<file path="src/rtl/mole_pkg.sv">
// ============================================================================
//  Module   : mole_pkg
//  Purpose  : Shared definitions for the whack-a-mole scheduler: state
//             encoding, LFSR polynomial, miss counter width and the LFSR
//             step function.
//  Revision : 1.0  initial release
// ============================================================================
`default_nettype none

package mole_pkg;

    // State codes as seen on state_o
    localparam logic [1:0] ST_IDLE = 2'b00;
    localparam logic [1:0] ST_GAP  = 2'b01;
    localparam logic [1:0] ST_UP   = 2'b10;
    localparam logic [1:0] ST_OVER = 2'b11;

    // 16-bit Galois LFSR, right-shifting, feedback mask applied when bit 0 is 1
    localparam logic [15:0] LFSR_TAPS = 16'hB400;

    // Width of the miss counter (MAX_MISSES is 1..15)
    localparam int MISS_W = 4;

    typedef enum logic [1:0] {
        S_IDLE = ST_IDLE,
        S_GAP  = ST_GAP,
        S_UP   = ST_UP,
        S_OVER = ST_OVER
    } state_t;

    function automatic logic [15:0] lfsr_next(input logic [15:0] cur);
        lfsr_next = {1'b0, cur[15:1]} ^ (cur[0] ? LFSR_TAPS : 16'h0000);
    endfunction

endpackage

`default_nettype wire

</file>
<file path="src/rtl/mole_scheduler_if.sv">
// ============================================================================
//  Module   : mole_scheduler_if
//  Purpose  : Game-side bus of the mole scheduler.
//  Ports    : start_i, whacked_i          -> into the scheduler
//             mole_o, score_o, misses_o,
//             state_o, hit_pulse_o,
//             game_over_o                 <- out of the scheduler
//  Modports : master - environment (switch wiring / whack handler / display)
//             slave  - the scheduler itself
//  Revision : 1.0  initial release
// ============================================================================
`default_nettype none

interface mole_scheduler_if #(
    parameter int N_HOLES = 16,
    parameter int SCORE_W = 8
) ();

    logic                        start_i;
    logic                        whacked_i;
    logic [N_HOLES-1:0]          mole_o;
    logic [SCORE_W-1:0]          score_o;
    logic [mole_pkg::MISS_W-1:0] misses_o;
    logic [1:0]                  state_o;
    logic                        hit_pulse_o;
    logic                        game_over_o;

    modport master (
        output start_i,
        output whacked_i,
        input  mole_o,
        input  score_o,
        input  misses_o,
        input  state_o,
        input  hit_pulse_o,
        input  game_over_o
    );

    modport slave (
        input  start_i,
        input  whacked_i,
        output mole_o,
        output score_o,
        output misses_o,
        output state_o,
        output hit_pulse_o,
        output game_over_o
    );

endinterface

`default_nettype wire

</file>
<file path="src/rtl/mole_lfsr.sv">
// ============================================================================
//  Module   : mole_lfsr
//  Purpose  : Free-running 16-bit Galois LFSR (taps 0xB400). Steps on every
//             clock once out of reset; reset reloads the seed.
//  Ports    : clk_i   in   clock
//             reset_i in   synchronous reset, active-low
//             seed    in   16-bit reset value (must be nonzero)
//             lfsr_o  out  current LFSR contents
//  Revision : 1.0  initial release
// ============================================================================
`default_nettype none

module mole_lfsr
    import mole_pkg::*;
(
    input  logic        clk_i,
    input  logic        reset_i,
    input  logic [15:0] seed,
    output logic [15:0] lfsr_o
);

    logic [15:0] r_lfsr;

    always_ff @(posedge clk_i) begin
        if (!reset_i) begin
            r_lfsr <= seed;
        end else begin
            r_lfsr <= lfsr_next(r_lfsr);
        end
    end

    assign lfsr_o = r_lfsr;

endmodule

`default_nettype wire

</file>
<file path="src/rtl/mole_scheduler.sv">
// ============================================================================
//  Module   : mole_scheduler
//  Purpose  : Whack-a-mole game sequencer. Chooses when and where a mole
//             appears, drives a one-hot mole bus, credits hits from the
//             whack handler, counts misses and ends the game after
//             MAX_MISSES misses.
//  Ports    : clk_i    in  system clock
//             reset_i  in  synchronous reset, active-low
//             bus      mole_scheduler_if.slave
//                      start_i/whacked_i in; mole_o, score_o, misses_o,
//                      state_o, hit_pulse_o, game_over_o out
//  Options  : MOLE_SCHEDULER_SPEEDUP_EN - shrink the up-window by
//             SPEEDUP_STEP per 4 points, floored at MIN_UP_CYCLES.
//             Undefined: fixed window of UP_CYCLES.
//  Revision : 1.0  initial release
// ============================================================================
`default_nettype none

module mole_scheduler
    import mole_pkg::*;
#(
    parameter int          N_HOLES       = 16,
    parameter int          UP_CYCLES     = 50_000_000,
    parameter int          GAP_CYCLES    = 25_000_000,
    parameter int          MAX_MISSES    = 3,
    parameter int          SCORE_W       = 8,
    parameter logic [15:0] LFSR_SEED     = 16'hACE1,
    parameter int          SPEEDUP_STEP  = 1_000_000,
    parameter int          MIN_UP_CYCLES = 10_000_000
) (
    input  logic             clk_i,
    input  logic             reset_i,
    mole_scheduler_if.slave  bus
);

    localparam int c_hole_w  = $clog2(N_HOLES);
    localparam int c_tmr_max = (UP_CYCLES > GAP_CYCLES) ? UP_CYCLES : GAP_CYCLES;
    localparam int c_tmr_w   = (c_tmr_max > 1) ? $clog2(c_tmr_max) : 1;

    localparam logic [c_tmr_w-1:0] c_gap_load = c_tmr_w'(GAP_CYCLES - 1);
    localparam logic [MISS_W-1:0]  c_max_miss = MISS_W'(MAX_MISSES);
    localparam logic [SCORE_W-1:0] c_score_max = {SCORE_W{1'b1}};

    state_t               r_state;
    state_t               w_state_nxt;
    logic [c_tmr_w-1:0]   r_timer;
    logic [c_tmr_w-1:0]   w_up_load;
    logic [SCORE_W-1:0]   r_score;
    logic [MISS_W-1:0]    r_misses;
    logic [MISS_W-1:0]    w_misses_inc;
    logic [N_HOLES-1:0]   r_mole;
    logic [c_hole_w-1:0]  r_prev_hole;
    logic [c_hole_w-1:0]  w_lfsr_hole;
    logic [c_hole_w-1:0]  w_hole;
    logic                 r_hit_pulse;
    logic [15:0]          w_lfsr;
    logic                 w_hit;
    logic                 w_miss;
    logic                 w_spawn;
    logic                 w_new_game;
    logic                 w_gap_entry;
    logic                 w_unused_lfsr;

    // ------------------------------------------------------------------
    // Random source; runs in every state so the spawn sequence depends on
    // when the player presses start.
    // ------------------------------------------------------------------
    mole_lfsr u_lfsr (
        .clk_i   (clk_i),
        .reset_i (reset_i),
        .seed    (LFSR_SEED),
        .lfsr_o  (w_lfsr)
    );

    // Only the low bits pick the hole
    assign w_unused_lfsr = ^w_lfsr[15:c_hole_w];

    // Avoid showing the same hole twice in a row: bump to the next hole
    assign w_lfsr_hole = w_lfsr[c_hole_w-1:0];
    assign w_hole      = (w_lfsr_hole == r_prev_hole) ? (w_lfsr_hole + c_hole_w'(1))
                                                      : w_lfsr_hole;

    // ------------------------------------------------------------------
    // Up-window length, sampled when the mole is spawned
    // ------------------------------------------------------------------
`ifdef MOLE_SCHEDULER_SPEEDUP_EN
    localparam logic [63:0] c_min_up = 64'(MIN_UP_CYCLES);
    localparam logic [63:0] c_up     = 64'(UP_CYCLES);
    // Largest reduction that still keeps the window at or above the floor
    localparam logic [63:0] c_room   = (UP_CYCLES > MIN_UP_CYCLES)
                                       ? 64'(UP_CYCLES - MIN_UP_CYCLES) : 64'd0;

    logic [63:0] w_cut;
    logic [63:0] w_window;

    always_comb begin
        w_cut = 64'(r_score >> 2) * 64'(SPEEDUP_STEP);
        if (w_cut >= c_room) begin
            w_window = c_min_up;
        end else begin
            w_window = c_up - w_cut;
        end
    end

    assign w_up_load = c_tmr_w'(w_window - 64'd1);
`else
    // Speed-up knobs have no effect in the fixed-window build
    localparam int c_unused_speedup = SPEEDUP_STEP + MIN_UP_CYCLES;

    assign w_up_load = c_tmr_w'(UP_CYCLES - 1);
`endif

    // ------------------------------------------------------------------
    // Game FSM
    // ------------------------------------------------------------------
    always_ff @(posedge clk_i) begin
        if (!reset_i) begin
            r_state <= S_IDLE;
        end else begin
            r_state <= w_state_nxt;
        end
    end

    assign w_misses_inc = r_misses + MISS_W'(1);

    always_comb begin
        w_state_nxt = r_state;
        w_hit       = 1'b0;
        w_miss      = 1'b0;
        w_spawn     = 1'b0;
        w_new_game  = 1'b0;
        case (r_state)
            S_IDLE, S_OVER: begin
                if (bus.start_i) begin
                    w_new_game  = 1'b1;
                    w_state_nxt = S_GAP;
                end
            end
            S_GAP: begin
                if (r_timer == '0) begin
                    w_spawn     = 1'b1;
                    w_state_nxt = S_UP;
                end
            end
            S_UP: begin
                // A whack on the last up cycle still counts as a hit
                if (bus.whacked_i) begin
                    w_hit       = 1'b1;
                    w_state_nxt = S_GAP;
                end else if (r_timer == '0) begin
                    w_miss      = 1'b1;
                    w_state_nxt = (w_misses_inc == c_max_miss) ? S_OVER : S_GAP;
                end
            end
            default: begin
                w_state_nxt = S_IDLE;
            end
        endcase
    end

    assign w_gap_entry = (w_state_nxt == S_GAP) && (r_state != S_GAP);

    // ------------------------------------------------------------------
    // Timer, score, misses, mole bus
    // ------------------------------------------------------------------
    always_ff @(posedge clk_i) begin
        if (!reset_i) begin
            r_timer     <= '0;
            r_score     <= '0;
            r_misses    <= '0;
            r_mole      <= '0;
            r_prev_hole <= '0;
            r_hit_pulse <= 1'b0;
        end else begin
            r_hit_pulse <= w_hit;

            // Timer is loaded with length-1 so a phase lasts exactly length cycles
            if (w_gap_entry) begin
                r_timer <= c_gap_load;
            end else if (w_spawn) begin
                r_timer <= w_up_load;
            end else if (r_timer != '0) begin
                r_timer <= r_timer - c_tmr_w'(1);
            end

            if (w_new_game) begin
                r_score  <= '0;
                r_misses <= '0;
            end else begin
                if (w_hit && (r_score != c_score_max)) begin
                    r_score <= r_score + SCORE_W'(1);
                end
                if (w_miss) begin
                    r_misses <= w_misses_inc;
                end
            end

            if (w_spawn) begin
                r_prev_hole <= w_hole;
                r_mole      <= {{(N_HOLES-1){1'b0}}, 1'b1} << w_hole;
            end else if (w_hit || w_miss) begin
                r_mole      <= '0;
            end
        end
    end

    assign bus.mole_o      = r_mole;
    assign bus.score_o     = r_score;
    assign bus.misses_o    = r_misses;
    assign bus.state_o     = r_state;
    assign bus.hit_pulse_o = r_hit_pulse;
    assign bus.game_over_o = (r_state == S_OVER);

endmodule

`default_nettype wire

</file>
<file path="src/flat_wrapper.sv">
// flat-port wrapper written by rule: the top's interface ports become plain ports
module mole_scheduler_flat import mole_pkg::*;
#(
    parameter int          N_HOLES       = 16,
    parameter int          UP_CYCLES     = 50_000_000,
    parameter int          GAP_CYCLES    = 25_000_000,
    parameter int          MAX_MISSES    = 3,
    parameter int          SCORE_W       = 8,
    parameter logic [15:0] LFSR_SEED     = 16'hACE1,
    parameter int          SPEEDUP_STEP  = 1_000_000,
    parameter int          MIN_UP_CYCLES = 10_000_000
)
  (clk_i, reset_i, bus_start_i, bus_whacked_i, bus_mole_o, bus_score_o, bus_misses_o, bus_state_o, bus_hit_pulse_o, bus_game_over_o);
  mole_scheduler_if #(.N_HOLES(N_HOLES), .SCORE_W(SCORE_W)) bus_i ();
  input  logic clk_i;
  input  logic reset_i;
  input wire logic [$bits(bus_i.start_i)-1:0] bus_start_i;
  input wire logic [$bits(bus_i.whacked_i)-1:0] bus_whacked_i;
  output wire logic [$bits(bus_i.mole_o)-1:0] bus_mole_o;
  output wire logic [$bits(bus_i.score_o)-1:0] bus_score_o;
  output wire logic [$bits(bus_i.misses_o)-1:0] bus_misses_o;
  output wire logic [$bits(bus_i.state_o)-1:0] bus_state_o;
  output wire logic [$bits(bus_i.hit_pulse_o)-1:0] bus_hit_pulse_o;
  output wire logic [$bits(bus_i.game_over_o)-1:0] bus_game_over_o;
  assign bus_i.start_i = bus_start_i;
  assign bus_i.whacked_i = bus_whacked_i;
  assign bus_mole_o = bus_i.mole_o;
  assign bus_score_o = bus_i.score_o;
  assign bus_misses_o = bus_i.misses_o;
  assign bus_state_o = bus_i.state_o;
  assign bus_hit_pulse_o = bus_i.hit_pulse_o;
  assign bus_game_over_o = bus_i.game_over_o;
  mole_scheduler #(.N_HOLES(N_HOLES), .UP_CYCLES(UP_CYCLES), .GAP_CYCLES(GAP_CYCLES), .MAX_MISSES(MAX_MISSES), .SCORE_W(SCORE_W), .LFSR_SEED(LFSR_SEED), .SPEEDUP_STEP(SPEEDUP_STEP), .MIN_UP_CYCLES(MIN_UP_CYCLES)) u_core (.clk_i(clk_i), .reset_i(reset_i), .bus(bus_i));
endmodule
</file>
<file path="config.mk">
export PLATFORM = sky130hd
export DESIGN_NAME = mole_scheduler_flat
export DESIGN_NICKNAME = d
export VERILOG_FILES = /design/src/rtl/mole_pkg.sv /design/src/rtl/mole_scheduler_if.sv /design/src/rtl/mole_lfsr.sv /design/src/rtl/mole_scheduler.sv /design/src/flat_wrapper.sv
export SDC_FILE = /design/constraint.sdc
export NUM_CORES = 1
export LEC_CHECK = 0
export ABC_AREA = 1
export CAP_MARGIN = 20
export CORE_UTILIZATION = 55
export DETAILED_ROUTE_END_ITERATION = 10
export PLACE_DENSITY = 0.77
export RECOVER_POWER = 100
export SLEW_MARGIN = 30
export SYNTH_ARGS = -nofsm -noshare
export SYNTH_HDL_FRONTEND = slang
export SYNTH_HIERARCHICAL = 1
export SYNTH_SLANG_ARGS = --single-unit
</file>
<file path="constraint.sdc">
create_clock -name clk_i -period 2.1 [get_ports clk_i]
set_input_delay 0.42 -clock clk_i [delete_from_list [all_inputs] [get_ports clk_i]]
set_output_delay 0.42 -clock clk_i [all_outputs]
set_load 0.02 [all_outputs]
</file>
==> results.py, run 1 <==
metrics = {
    "pwr": {
        "power.density_mw_per_mm2": 748,
        "seqPwrFrac_pct": 46.5,
        "p_sw_share_pct": 31.6,
        "p_total_mw": 3.56,
        "ir_worst_vdd_v": 0.000468,
        "power_frac_comb_pct": 22.5,
        "p_sw_mw": 1.13,
        "p_clk_share_pct": 31.0,
        "power.internal_mw": 2.43,
        "p_leak_nw": 2.03,
    },
    "global_route": {
        "grt_first_pass_wirelength_um": 14900,
        "grt_pass1_vias": 3284,
        "gr-total-overflow": 0,
        "antenna_found_initial": 0,
        "grt_usage_pct": 25.7,
        "grt_max_degree": 37,
    },
    "timing": {
        "finalHoldViolCount": 0,
        "setup_violations": 0,
        "layout_min_cycle_time_ns": 2.02,
        "period_share_pct": 96.4,
        "tightest_slew_ns": 0.757,
        "rsz0062_at_grt": "yes",
        "final_max_slew_viol_count": 0,
        "setup_ws_ns": 0.0759,
        "worst_clock_skew_ns": 0.0100,
        "holdWs_ns": 0.428,
        "relSlewSlack_pct": 49.5,
        "fmax_mhz": 494,
    },
    "floorplan": {
        "initial_core_util_pct": 57.1,
        "num_rows": 30,
        "die_h_um": 86.0,
        "dieWidth_um": 86.0,
        "io_pins": 36,
        "core_area_sq_mm": 0.00679,
        "dieArea_sq_mm": 0.00739,
    },
    "outcome": {
        "outcome": "finished, final reports clean",
    },
    "clock_tree": {
        "clk_latency_ns": 0.36,
        "cts_tree": "yes",
        "cts_root_buf": "clkbuf_8",
        "clk_pin_slew_ns": 0.07,
        "clock_sinks": 77,
        "postCtsHoldBufs": 0,
        "cts.path.max_buffers": 2,
        "htree_num_levels": 3,
        "cts_buffers": 9,
    },
    "route": {
        "drc": 0,
        "avgRoutedWirePerCell_um": 13.4,
        "drtPass1Iterations": 4,
        "drt-total-wl_um": 9420,
        "antenna_left": 0,
        "via_count": 3640,
        "routed_via_density": 5.16,
        "drtIter0Drc": 221,
    },
    "synthesis": {
        "netlist_area_sq_mm": 0.00388,
        "synth_cell_type_count": 40,
        "seq_area_frac_synth_pct": 39.7,
        "synth_cells": 524,
        "synth_seq_cells": 77,
        "syn_area_per_cell_sq_um": 7.40,
        "yosysWarningCount": 6,
    },
    "placed_design": {
        "port_buffers": 35,
        "pre_cts_ws_ns": -0.0158,
        "placed_area_sq_mm": 0.00448,
        "dp.cells": 678,
        "dp_hpwl_um": 6530,
        "gp_congestion": 0.890,
    },
    "critical_path": {
        "path_class": "reg -> out",
        "worstPathRequired_ns": 1.68,
        "cp_data_arrival_time_ns": 1.60,
        "cp-start-kind": "register",
        "crit_path_max_fanout": 7,
        "endpoint_kind": "output port",
    },
    "cells_and_area": {
        "antenna_cells": 0,
        "multi_input_area_sq_mm": 0.00215,
        "final_area_sq_mm": 0.00476,
        "final_cell_mix": "113 x nand2_1, 76 x dfxtp_1, 59 x nor2_1",
        "layout-drive-gt1-share_pct": 15.9,
        "area_delta_synth_final_pct": 22.6,
        "fin_nets": 617,
        "nFillCells": 584,
        "final_cells": 705,
        "layout.cells.most_common": "nand2_1",
        "regArea_sq_mm": 0.00154,
    },
    "job": {
        "maxCapViolCount": 0,
    },
    "min_path": {
        "hold_path.class": "reg -> reg",
    },
}
==> registers in the layout, indices dropped and copies added, names as in the netlist <==
name and flops:
u_core/r_timer 26, u_core/u_lfsr/lfsr_o 16, u_core/bus.state_o 2, u_core/bus.misses_o 4, u_core/bus.score_o 8, u_core/r_prev_hole 4, u_core/bus.hit_pulse_o 1, u_core/bus.mole_o 16
==> metrics by stage <==
stage               utilization, %  TNS, ns
global placement              65.9        0
global route                  70.0   -0.298
finish                        70.0        0
floorplan                        -        0
detailed placement            65.9  -0.0511
CTS                           69.0        0
==> cells by family (layout without fill, tap and decap cells) <==
kind of cell,count (synthesis),after routing,synth area share [%]
xor gates and xnor gates,22,22,5.16
buffers and inverters,62,132,7.03
adders and majority gates,9,9,2.90
and+or+nand+nor,265,266,31.4
DFF,77,77,39.7
other,2,16,0.194
AOI/OAI and AO/OA,87,87,13.6
==> metal layers <==
layer | vias up | routed length, um | track usage, %
met2 | 90 | 4670 | 45.3
met5 | - | 0 | 0
met3 | 22 | 434 | 5.97
met1 | 1680 | 4050 | 29.8
li1 | 1848 | - | -
met4 | 0 | 267 | 10.9
==> final cells by class <==
class	instances	area share (%)
multi-input cells	400	45.1
repair buffers	64	11.8
well taps	96	2.52
clock inverters	5	1.26
clock buffers	11	2.76
inverters	52	4.13
flip-flops and latches	77	32.4
==> worst paths after layout <==
path / startpoint / end / slack, ns / cells past startpoint
hold reg to reg: u_core/u_lfsr/lfsr_o[8] / u_core/u_lfsr/lfsr_o[7] / 0.43 / 2
setup / recovery: u_core/bus.state_o[0] / bus_game_over_o / 0.08 / 2
setup reg to reg: u_core/r_timer[0] / u_core/r_timer[19] / 0.08 / 11
hold / removal: u_core/u_lfsr/lfsr_o[8] / u_core/u_lfsr/lfsr_o[7] / 0.43 / 2
==> timing repair <==
item,in CTS,in global routing
buffers inserted,3,7
hold endpoints to repair,0,0
gates cloned,0,1
pin swaps,1,10
setup endpoints to repair,1,31
resized for setup,0,13
==> Yosys cell counts <==
cell        n  area, sq um
or2_2       7         43.8
buf_4       1         7.51
a21oi_2     8         70.1
a211oi_1    1         7.51
o21ai_0    22          110
conb_1      2         7.51
a31oi_4     1         21.3
a31oi_1     7         43.8
buf_1       1         3.75
clkbuf_1    3         11.3
dfxtp_1    77         1540
nor4_2      1         12.5
inv_2       2         7.51
a21oi_4     2         32.5
nand2_4     1         11.3
nand4_1     5         31.3
nand3_1    37          185
buf_6       2         22.5
inv_1      49          184
and3_1      1         6.26
nor2_1     65          244
nor4_1      2         12.5
xnor2_1     7         61.3
nor2_4      7         78.8
nand2_2     7         43.8
ha_1        9          113
o21ai_2     1         8.76
nor2_2      3         18.8
nand3b_1    1         7.51
a21oi_1    43          215
buf_2       2         10.0
xor2_2      1         16.3
nor3_1     12         60.1
o21ai_1     1         5.00
a31oi_2     1         12.5
nand2_1   114          428
buf_8       1         15.0
nand3_4     2         35.0
xor2_1     14          123
inv_8       1         11.3
==> power by group through the flow <==
stage / combinational, mW / clock (mW) / sequential, mW
finish: 0.800 / 1.10 / 1.65
global route: 0.890 / 1.18 / 1.67
floorplan: 0.566 / 0 / 1.66
detailed placement: 0.714 / 0 / 1.68
global placement: 0.695 / 0 / 1.68
CTS: 0.735 / 1.13 / 1.65
==> critical path, stage by stage, from the launching register on <==
cell,delay (ns)
dfxtp_1,0.46
ha_1,0.19
clkdlybuf4s50_1,0.60
Power figures use the tool's default switching activity.
==> run 2, diff against run 1 <==
GPL_ROUTABILITY_DRIVEN = 0   (was default)
==> results of run 2 <==
The final DEF is identical to that of run 1; final timing and power are the same.
